--- src/rtl/jtag_pkg.sv ---
// Shared JTAG master definitions: command encodings, FSM states and TAP instruction codes.
package jtag_pkg;

  typedef enum logic [1:0] {
    CMD_RESET = 2'd0,
    CMD_IR    = 2'd1,
    CMD_DR    = 2'd2,
    CMD_RSVD  = 2'd3
  } cmd_e;

  typedef enum logic [2:0] {
    ST_IDLE,
    ST_PRE,
    ST_SHIFT,
    ST_POST,
    ST_DONE
  } state_e;

  localparam logic [3:0] INS_SAMPLE   = 4'h1;
  localparam logic [3:0] INS_EXTEST   = 4'h2;
  localparam logic [3:0] INS_INTEST   = 4'h3;
  localparam logic [3:0] INS_RUNBIST  = 4'h4;
  localparam logic [3:0] INS_GETTEST  = 4'h5;
  localparam logic [3:0] INS_IDCODE   = 4'h7;
  localparam logic [3:0] INS_USERCODE = 4'h8;
  localparam logic [3:0] INS_BYPASS   = 4'hF;

endpackage

--- src/rtl/jtag_master_if.sv ---
// Command/response bus of the JTAG master; master = command issuer, slave = jtag_master.
interface jtag_master_if #(
  parameter int DR_WIDTH = 10
);
  logic                cmd_valid;
  logic                cmd_ready;
  logic [1:0]          cmd_type;
  logic [DR_WIDTH-1:0] cmd_data;
  logic                rsp_valid;
  logic [DR_WIDTH-1:0] rsp_data;
  logic                busy;

  modport master (
    output cmd_valid, cmd_type, cmd_data,
    input  cmd_ready, rsp_valid, rsp_data, busy
  );

  modport slave (
    input  cmd_valid, cmd_type, cmd_data,
    output cmd_ready, rsp_valid, rsp_data, busy
  );
endinterface

--- src/rtl/jtag_tck_gen.sv ---
// TCK divider: toggles every CLK_DIV clk cycles while enabled, idles low otherwise.
// rise_o/fall_o flag the clk cycle whose closing edge drives TCK high/low.
module jtag_tck_gen #(
  parameter int CLK_DIV = 2
) (
  input  logic clk,
  input  logic rst,
  input  logic en_i,
  output logic tck_o,
  output logic rise_o,
  output logic fall_o
);
  localparam int DW = (CLK_DIV > 1) ? $clog2(CLK_DIV) : 1;

  logic [DW-1:0] div_q, div_d;
  logic          tck_q, tck_d;
  logic          term;

  assign term = (div_q == DW'(CLK_DIV - 1));

  always_comb begin
    div_d = '0;
    tck_d = 1'b0;
    if (en_i) begin
      tck_d = tck_q ^ term;
      div_d = term ? '0 : div_q + DW'(1);
    end
  end

  always_ff @(posedge clk or posedge rst) begin
    if (rst) begin
      div_q <= '0;
      tck_q <= 1'b0;
    end else begin
      div_q <= div_d;
      tck_q <= tck_d;
    end
  end

  assign tck_o  = tck_q;
  assign rise_o = en_i & term & ~tck_q;
  assign fall_o = en_i & term & tck_q;
endmodule

--- src/rtl/jtag_master.sv ---
// JTAG master: runs TAP reset, IR scan and DR scan commands from Run-Test/Idle back to it.
// TMS/TDI are registered and only updated on TCK falling steps; TDO is captured on rising steps.
module jtag_master
  import jtag_pkg::*;
#(
  parameter int IR_WIDTH = 4,
  parameter int DR_WIDTH = 10,
  parameter int CLK_DIV  = 2
) (
  input  logic           clk,
  input  logic           rst,
  jtag_master_if.slave   bus,
  output logic           TCK,
  output logic           TMS,
  output logic           TDI,
  input  logic           TDO
);
  localparam int MAXL = (DR_WIDTH > 6) ? DR_WIDTH : 6;
  localparam int CW   = $clog2(MAXL + 1);
  typedef logic [CW-1:0] cnt_t;

  state_e              state_q, state_d;
  cmd_e                type_q, type_d;
  cnt_t                cnt_q, cnt_d;
  logic [DR_WIDTH-1:0] data_q, data_d, cap_q, cap_d;
  logic                tms_q, tms_d, tdi_q, tdi_d;
  logic                busy, accept, tck_rise, tck_fall, last_step;
  cnt_t                shift_len, step_len;

  assign busy          = state_q inside {ST_PRE, ST_SHIFT, ST_POST};
  assign bus.busy      = busy;
  assign bus.cmd_ready = !busy && !rst;
  assign accept        = bus.cmd_valid && bus.cmd_ready;
  assign bus.rsp_valid = (state_q == ST_DONE);
  // IR capture fills the top of cap_q, so shift it down to right-align.
  assign bus.rsp_data  = (state_q != ST_DONE) ? '0 :
                         (type_q == CMD_IR)   ? cap_q >> (DR_WIDTH - IR_WIDTH) :
                         (type_q == CMD_DR)   ? cap_q : '0;

  assign shift_len = (type_q == CMD_IR) ? cnt_t'(IR_WIDTH) : cnt_t'(DR_WIDTH);

  always_comb begin
    step_len = cnt_t'(2);
    case (state_q)
      ST_PRE:   step_len = (type_q == CMD_RESET) ? cnt_t'(6) :
                           (type_q == CMD_IR)    ? cnt_t'(4) : cnt_t'(3);
      ST_SHIFT: step_len = shift_len;
      default:  step_len = cnt_t'(2);
    endcase
  end

  assign last_step = (cnt_q == step_len - cnt_t'(1));

  function automatic logic tms_for(state_e s, cmd_e t, cnt_t c, cnt_t slen);
    logic v;
    v = 1'b0;
    case (s)
      ST_PRE: begin
        case (t)
          CMD_RESET: v = (c < cnt_t'(5));
          CMD_IR:    v = (c < cnt_t'(2));
          default:   v = (c == '0);
        endcase
      end
      ST_SHIFT: v = (c == slen - cnt_t'(1));
      ST_POST:  v = (c == '0);
      default:  v = 1'b0;
    endcase
    return v;
  endfunction

  always_comb begin
    state_d = state_q;
    type_d  = type_q;
    cnt_d   = cnt_q;
    data_d  = data_q;
    cap_d   = cap_q;
    tms_d   = tms_q;
    tdi_d   = tdi_q;
    case (state_q)
      ST_IDLE, ST_DONE: begin
        state_d = ST_IDLE;
        if (accept) begin
          type_d = cmd_e'(bus.cmd_type);
          data_d = bus.cmd_data;
          cap_d  = '0;
          cnt_d  = '0;
          tdi_d  = 1'b0;
          if (type_d == CMD_RSVD) begin
            state_d = ST_DONE;
          end else begin
            state_d = ST_PRE;
            tms_d   = 1'b1;
          end
        end
      end
      default: begin
        if (tck_rise && state_q == ST_SHIFT) cap_d = {TDO, cap_q[DR_WIDTH-1:1]};
        if (tck_fall) begin
          cnt_d = cnt_q + cnt_t'(1);
          if (last_step) begin
            cnt_d = '0;
            case (state_q)
              ST_PRE:   state_d = (type_q == CMD_RESET) ? ST_DONE : ST_SHIFT;
              ST_SHIFT: state_d = ST_POST;
              default:  state_d = ST_DONE;
            endcase
          end
          if (state_q == ST_SHIFT) data_d = data_q >> 1;
          tms_d = tms_for(state_d, type_q, cnt_d, shift_len);
          tdi_d = (state_d == ST_SHIFT) && data_d[0];
        end
      end
    endcase
  end

  always_ff @(posedge clk or posedge rst) begin
    if (rst) begin
      state_q <= ST_IDLE;
      type_q  <= CMD_RESET;
      cnt_q   <= '0;
      data_q  <= '0;
      cap_q   <= '0;
      tms_q   <= 1'b1;
      tdi_q   <= 1'b0;
    end else begin
      state_q <= state_d;
      type_q  <= type_d;
      cnt_q   <= cnt_d;
      data_q  <= data_d;
      cap_q   <= cap_d;
      tms_q   <= tms_d;
      tdi_q   <= tdi_d;
    end
  end

  jtag_tck_gen #(.CLK_DIV(CLK_DIV)) u_tck_gen (
    .clk    (clk),
    .rst    (rst),
    .en_i   (busy),
    .tck_o  (TCK),
    .rise_o (tck_rise),
    .fall_o (tck_fall)
  );

  assign TMS = tms_q;
  assign TDI = tdi_q;
endmodule
--- src/flat_wrapper.sv ---
// flat-port wrapper written by rule: the top's interface ports become plain ports
module jtag_master_flat import jtag_pkg::*;
#(
  parameter int IR_WIDTH = 4,
  parameter int DR_WIDTH = 10,
  parameter int CLK_DIV  = 2
)
  (clk, rst, TCK, TMS, TDI, TDO, bus_cmd_valid, bus_cmd_type, bus_cmd_data, bus_cmd_ready, bus_rsp_valid, bus_rsp_data, bus_busy);
  jtag_master_if #(.DR_WIDTH(DR_WIDTH)) bus_i ();
  input  logic clk;
  input  logic rst;
  output logic TCK;
  output logic TMS;
  output logic TDI;
  input  logic TDO;
  input wire logic [$bits(bus_i.cmd_valid)-1:0] bus_cmd_valid;
  input wire logic [$bits(bus_i.cmd_type)-1:0] bus_cmd_type;
  input wire logic [$bits(bus_i.cmd_data)-1:0] bus_cmd_data;
  output wire logic [$bits(bus_i.cmd_ready)-1:0] bus_cmd_ready;
  output wire logic [$bits(bus_i.rsp_valid)-1:0] bus_rsp_valid;
  output wire logic [$bits(bus_i.rsp_data)-1:0] bus_rsp_data;
  output wire logic [$bits(bus_i.busy)-1:0] bus_busy;
  assign bus_i.cmd_valid = bus_cmd_valid;
  assign bus_i.cmd_type = bus_cmd_type;
  assign bus_i.cmd_data = bus_cmd_data;
  assign bus_cmd_ready = bus_i.cmd_ready;
  assign bus_rsp_valid = bus_i.rsp_valid;
  assign bus_rsp_data = bus_i.rsp_data;
  assign bus_busy = bus_i.busy;
  jtag_master #(.IR_WIDTH(IR_WIDTH), .DR_WIDTH(DR_WIDTH), .CLK_DIV(CLK_DIV)) u_core (.clk(clk), .rst(rst), .bus(bus_i), .TCK(TCK), .TMS(TMS), .TDI(TDI), .TDO(TDO));
endmodule
--- config.mk ---
export PLATFORM = sky130hd
export DESIGN_NAME = jtag_master_flat
export DESIGN_NICKNAME = d
export VERILOG_FILES = /design/src/rtl/jtag_pkg.sv /design/src/rtl/jtag_master_if.sv /design/src/rtl/jtag_tck_gen.sv /design/src/rtl/jtag_master.sv /design/src/flat_wrapper.sv
export SDC_FILE = /design/constraint.sdc
export NUM_CORES = 1
export LEC_CHECK = 0
export ABC_AREA = 1
export ABC_CLOCK_PERIOD_IN_PS = 4600
export BUFFER_PORTS_ARGS = -buffer_cell sky130_fd_sc_hd__buf_2
export CORE_UTILIZATION = 45
export CTS_CLUSTER_SIZE = 12
export DETAILED_ROUTE_END_ITERATION = 8
export PLACE_DENSITY = 0.76
export SYNTH_ARGS = -nofsm -noshare
export SYNTH_HDL_FRONTEND = slang
export SYNTH_SLANG_ARGS = --single-unit
export TNS_END_PERCENT = 1
--- constraint.sdc ---
create_clock -name clk -period 4.6 [get_ports clk]
set_clock_uncertainty 0.2 [all_clocks]
set_input_delay 0.92 -clock clk [delete_from_list [all_inputs] [get_ports clk]]
set_output_delay 0.92 -clock clk [all_outputs]
set_load 0.02 [all_outputs]
==> summary.md <==
The flow ran to the end, and the final reports show no timing, DRC or antenna violations. The run gives 290 ps as the clock insertion delay at the later pin of the skew report. Compared with the post-synthesis result, the final layout area differs by 16.4%.

Setup repair after global routing left no endpoint under its margin. The number of inserted diodes is 0, and the multiplexer area fraction after synthesis is 0%. The number of placed I/O pins was 32. Cell with the largest stage delay on the worst path: dfrtp_1. By area, the combinational part of the netlist is dominated by simple AND/OR/NAND/NOR gates.

Entering global routing, the biggest net connects 35 pins. The hold violation total from the final report is 0, and the port buffer count is 31. The detail-routed via count per cell came out at 5.20. For the number of fillers in the final layout, the log shows 349. The tools report the start of the worst register-to-register path as u_core.state_q[0]$_DFFE_PP0P_.

Static leakage power: 1.12 nW. The die is 65.5 µm tall. The sequential share of power was 54.7%. By startpoint and endpoint, the worst setup path is classified as reg2out. The pre-CTS setup slack is 1780 ps. Counting stages on the worst path, the most repeated cell is nor2_1. The number of global-route vias before repair is 1,558. The tree is rooted in a clkbuf_8. The most used flip-flop cell after synthesis is dfrtp_1. The number of setup buffers added after CTS is 0. Dividing the synthesized area by the synthesized cell count gives 7.71 µm². The core occupancy in the finished layout is 56.0%, and the switching power as a share of total power is 21.3%. For the portion of total power attributed to the clock network, the log shows 42.6%. In this run the horizontal extent of the chip is 65.5 µm. The logs give 0 for the total of cells resized after clock tree synthesis and 0 for the setup-violating endpoint count in the final report. After routing, the total negative slack on setup checks comes to 0 ps.

The floorplan has 22 rows. For this run, the number of standard cells in the final layout without fillers is 320. Summing every instance area after synthesis gives 1810 µm².

The clock edge transition at the registers on the reported setup and hold paths was 60 ps. The detailed placement HPWL was 2.81 mm; the post-cts hold buffer count was 0. The die outline area was 4290 µm². The data arrival time of the worst path is 2020 ps, and the residual DRC count is 0. The peak ir drop on the vdd network came out at 0.166 mV. The tools report the type of element launching the critical path as a flop. Once the floorplan was initialized, standard cells occupied 48.1% of the core.

Grouping stages by cell kind, the critical path spends the most delay in simple AND/OR/NAND/NOR gates. In this run the worst path has a maximum fanout of 13. Once routing completed, OpenROAD measured the worst setup slack at 1460 ps. After layout, the design draws a total of 0.530 mW.

Counting the buffers created by CTS gives 5. For the number of antenna violations at the first check in global routing, the log shows 0. Counting flops with a built-in enable in the synthesized netlist gives 0.

Once detail routing completed, the nets flagged for antenna violations numbered 0. Measured against its own limit, the worst slew margin works out to 60.8%. After synthesis, flip-flops and latches occupy 45.6% of the total area. The run gives 3770 µm² as the core region area. The post-synthesis adder-cell area fraction is 1.38%.

Global routing used 20.9% of the available tracks across all layers. The layout cell share with drive strength beyond 1 works out to 20.2%. The worst hold path belongs to the class reg2reg. The worst path in the final design needs a cycle of 3140 ps, including I/O delays and setup. The number of levels the H-tree was split into is 2.

The total buffers and inverters traversed by the critical path is 3. Walking the worst path, the cells encountered are nor2_1 > buf_4 > inv_2 > nor2_1 > nand3_1 > o32ai_1 > buf_2. The number of nets in the synthesized netlist is 253. The synthesized design devotes to its leading area cell type 44.2% of total area. The commonest cells after synthesis are 46 x nand2_1, 32 x dfrtp_1, 32 x inv_1. The total overflow left after global routing is 0.

The detailed router placed 1,665 vias in this run. Timing would allow up to 318 MHz. The violation count after the first detailed-route iteration was 106; the number of sinks handled by clock tree synthesis was 33. Tracing the worst setup path back leads to its startpoint at u_core.state_q[0]$_DFFE_PP0P_. Share of synthesized flip-flops with an asynchronous set or reset: 100%. The clock tree buffer depth was 2.

Summing the areas of all and, or, nand and nor instances in the mapped netlist gives 23.1% of the synthesized area. The total power per unit cell area came out at 251 nW/µm². The congestion estimate from routability-driven global placement came to 0.848.

Cell internal power was estimated by the tool at 0.418 mW. At the pin with the least slew margin, the transition time is 589 ps. The analysis attributes to net switching a power of 0.113 mW. TritonCTS built the clock tree.

The average detailed-routed wire length per instance was 12.3 µm; the sum of routed wire length over all layers was 3.94 mm. The xor and xnor area share after synthesis was 1.93%. dfrtp_1 takes more of the synthesized area than any other cell.

The critical path capture point type is an output port. The number of nets in the layout came out at 289. The period utilization came out at 68.3%. The stage delay of the slowest cell on the critical path works out to 460 ps. In this run, distinct cell masters in the synthesized netlist total 29. Per report_power, the combinational group accounts for 2.7% of the total.

The synthesized-area fraction occupied by ao, oa, aoi and oai cells was 18.9%; the first-pass GRT wire length was 6.80 mm. The Yosys step of the flow raised 0 warnings. The library cell with the highest instance count after synthesis was nand2_1. Before antenna repair, the detailed router went through 4 iterations. The run gives 312 as the instance count after placement with tap cells included.

In the post-synthesis netlist, the biggest area contributors are dfrtp_1 44%, nand2_1 9.5%, o21ai_0 8.3%. The tools report the reported max-cap violation count as 0. The tools report the critical hold path startpoint as u_core.TDI$_DFFE_PP0P_. The max-slew violation count was 0; the cell count after synthesis was 235. Data on the critical path is required at its endpoint by 3480 ps. The synthesized design contains 33 register bits.
==> registers in the layout, summed over array words and instances, names as in the netlist <==
| name | cells |
|---|---|
| u_core.cap_q | 10 |
| u_core.state_q | 3 |
| u_core.data_q | 10 |
| u_core.u_tck_gen.tck_o | 1 |
| u_core.TMS | 1 |
| u_core.TDI | 1 |
| u_core.u_tck_gen.div_q | 1 |
| u_core.type_q | 2 |
| u_core.cnt_q | 4 |
==> path summary, 6_finish.rpt <==
path | to | slack (ps) | cells after the start
max | bus_rsp_data[2] | 1460 | 7
min | u_core.TDI$_DFFE_PP0P_ | 290 | 2
max reg2reg | u_core.TMS$_DFFE_PP1P_ | 1810 | 15
min reg2reg | u_core.TDI$_DFFE_PP0P_ | 290 | 2
max in group asynchronous | u_core.TMS$_DFFE_PP1P_ | 3340 | 3
min in group asynchronous | u_core.cap_q[0]$_DFFE_PP0P_ | 520 | 3
==> layout make-up <==
type | count | area [µm²] | area share, %
clock buffer | 8 | 90.1 | 4.27
inverter | 38 | 143 | 6.76
multi-input combinational | 160 | 821 | 38.9
sequential | 33 | 827 | 39.2
tap | 48 | 60.1 | 2.85
timing repair buffer | 33 | 170 | 8.06
==> placed cells by master, fill, tap and decap left out, drive strengths merged, types with 2 or more instances in the layout <==
master  instances
xor2            4
dfrtp          32
inv            37
nand3          16
ha              2
clkbuf          8
o32ai           2
o211ai          2
nor2           21
o21ai          35
nor3            3
o22ai          12
buf            33
nand3b          2
a21oi           7
nand2          50
==> power groups by stage <==
| stage | clock network, mW | registers, mW | logic, mW |
|---|---|---|---|
| floorplan | 0 | 0.296 | 0.00522 |
| global placement | 0 | 0.296 | 0.0147 |
| detailed placement | 0 | 0.296 | 0.0148 |
| CTS | 0.232 | 0.290 | 0.0149 |
| global route | 0.244 | 0.290 | 0.0163 |
| finish | 0.226 | 0.290 | 0.0143 |
==> tightest hold or removal path: stages (launching register included) <==
cell	delay, ps
dfrtp_1	340
nand2_1	50
o21ai_0	60
==> per-layer routing <==
metal / vias up / wire length [µm] / track usage (%) / share of wire (%)
li1: 847 / - / - / -
met1: 756 / 1820 / 26.5 / 46
met2: 49 / 1830 / 34.0 / 46
met3: 13 / 199 / 4.69 / 5.1
met4: 0 / 92 / 8.97 / 2.3
met5: - / 0 / 0 / 0
==> per-stage QoR <==
| stage | hold slack [ps] | area, µm² |
|---|---|---|
| global placement | 273 | 2020 |
| floorplan | 260 | 1810 |
| detailed placement | 283 | 2020 |
| CTS | 297 | 2110 |
| global route | 314 | 2110 |
| finish | 292 | 2110 |
==> kinds of logic after synthesis <==
| logic type | after synthesis |
|---|---|
| DFF | 33 |
| buffers and inverters | 42 |
| adders and majority gates | 2 |
| AOI/OAI and AO/OA | 60 |
| xor gates and xnor gates | 4 |
| and+or+nand+nor | 94 |
Power figures use the tool's default switching activity.
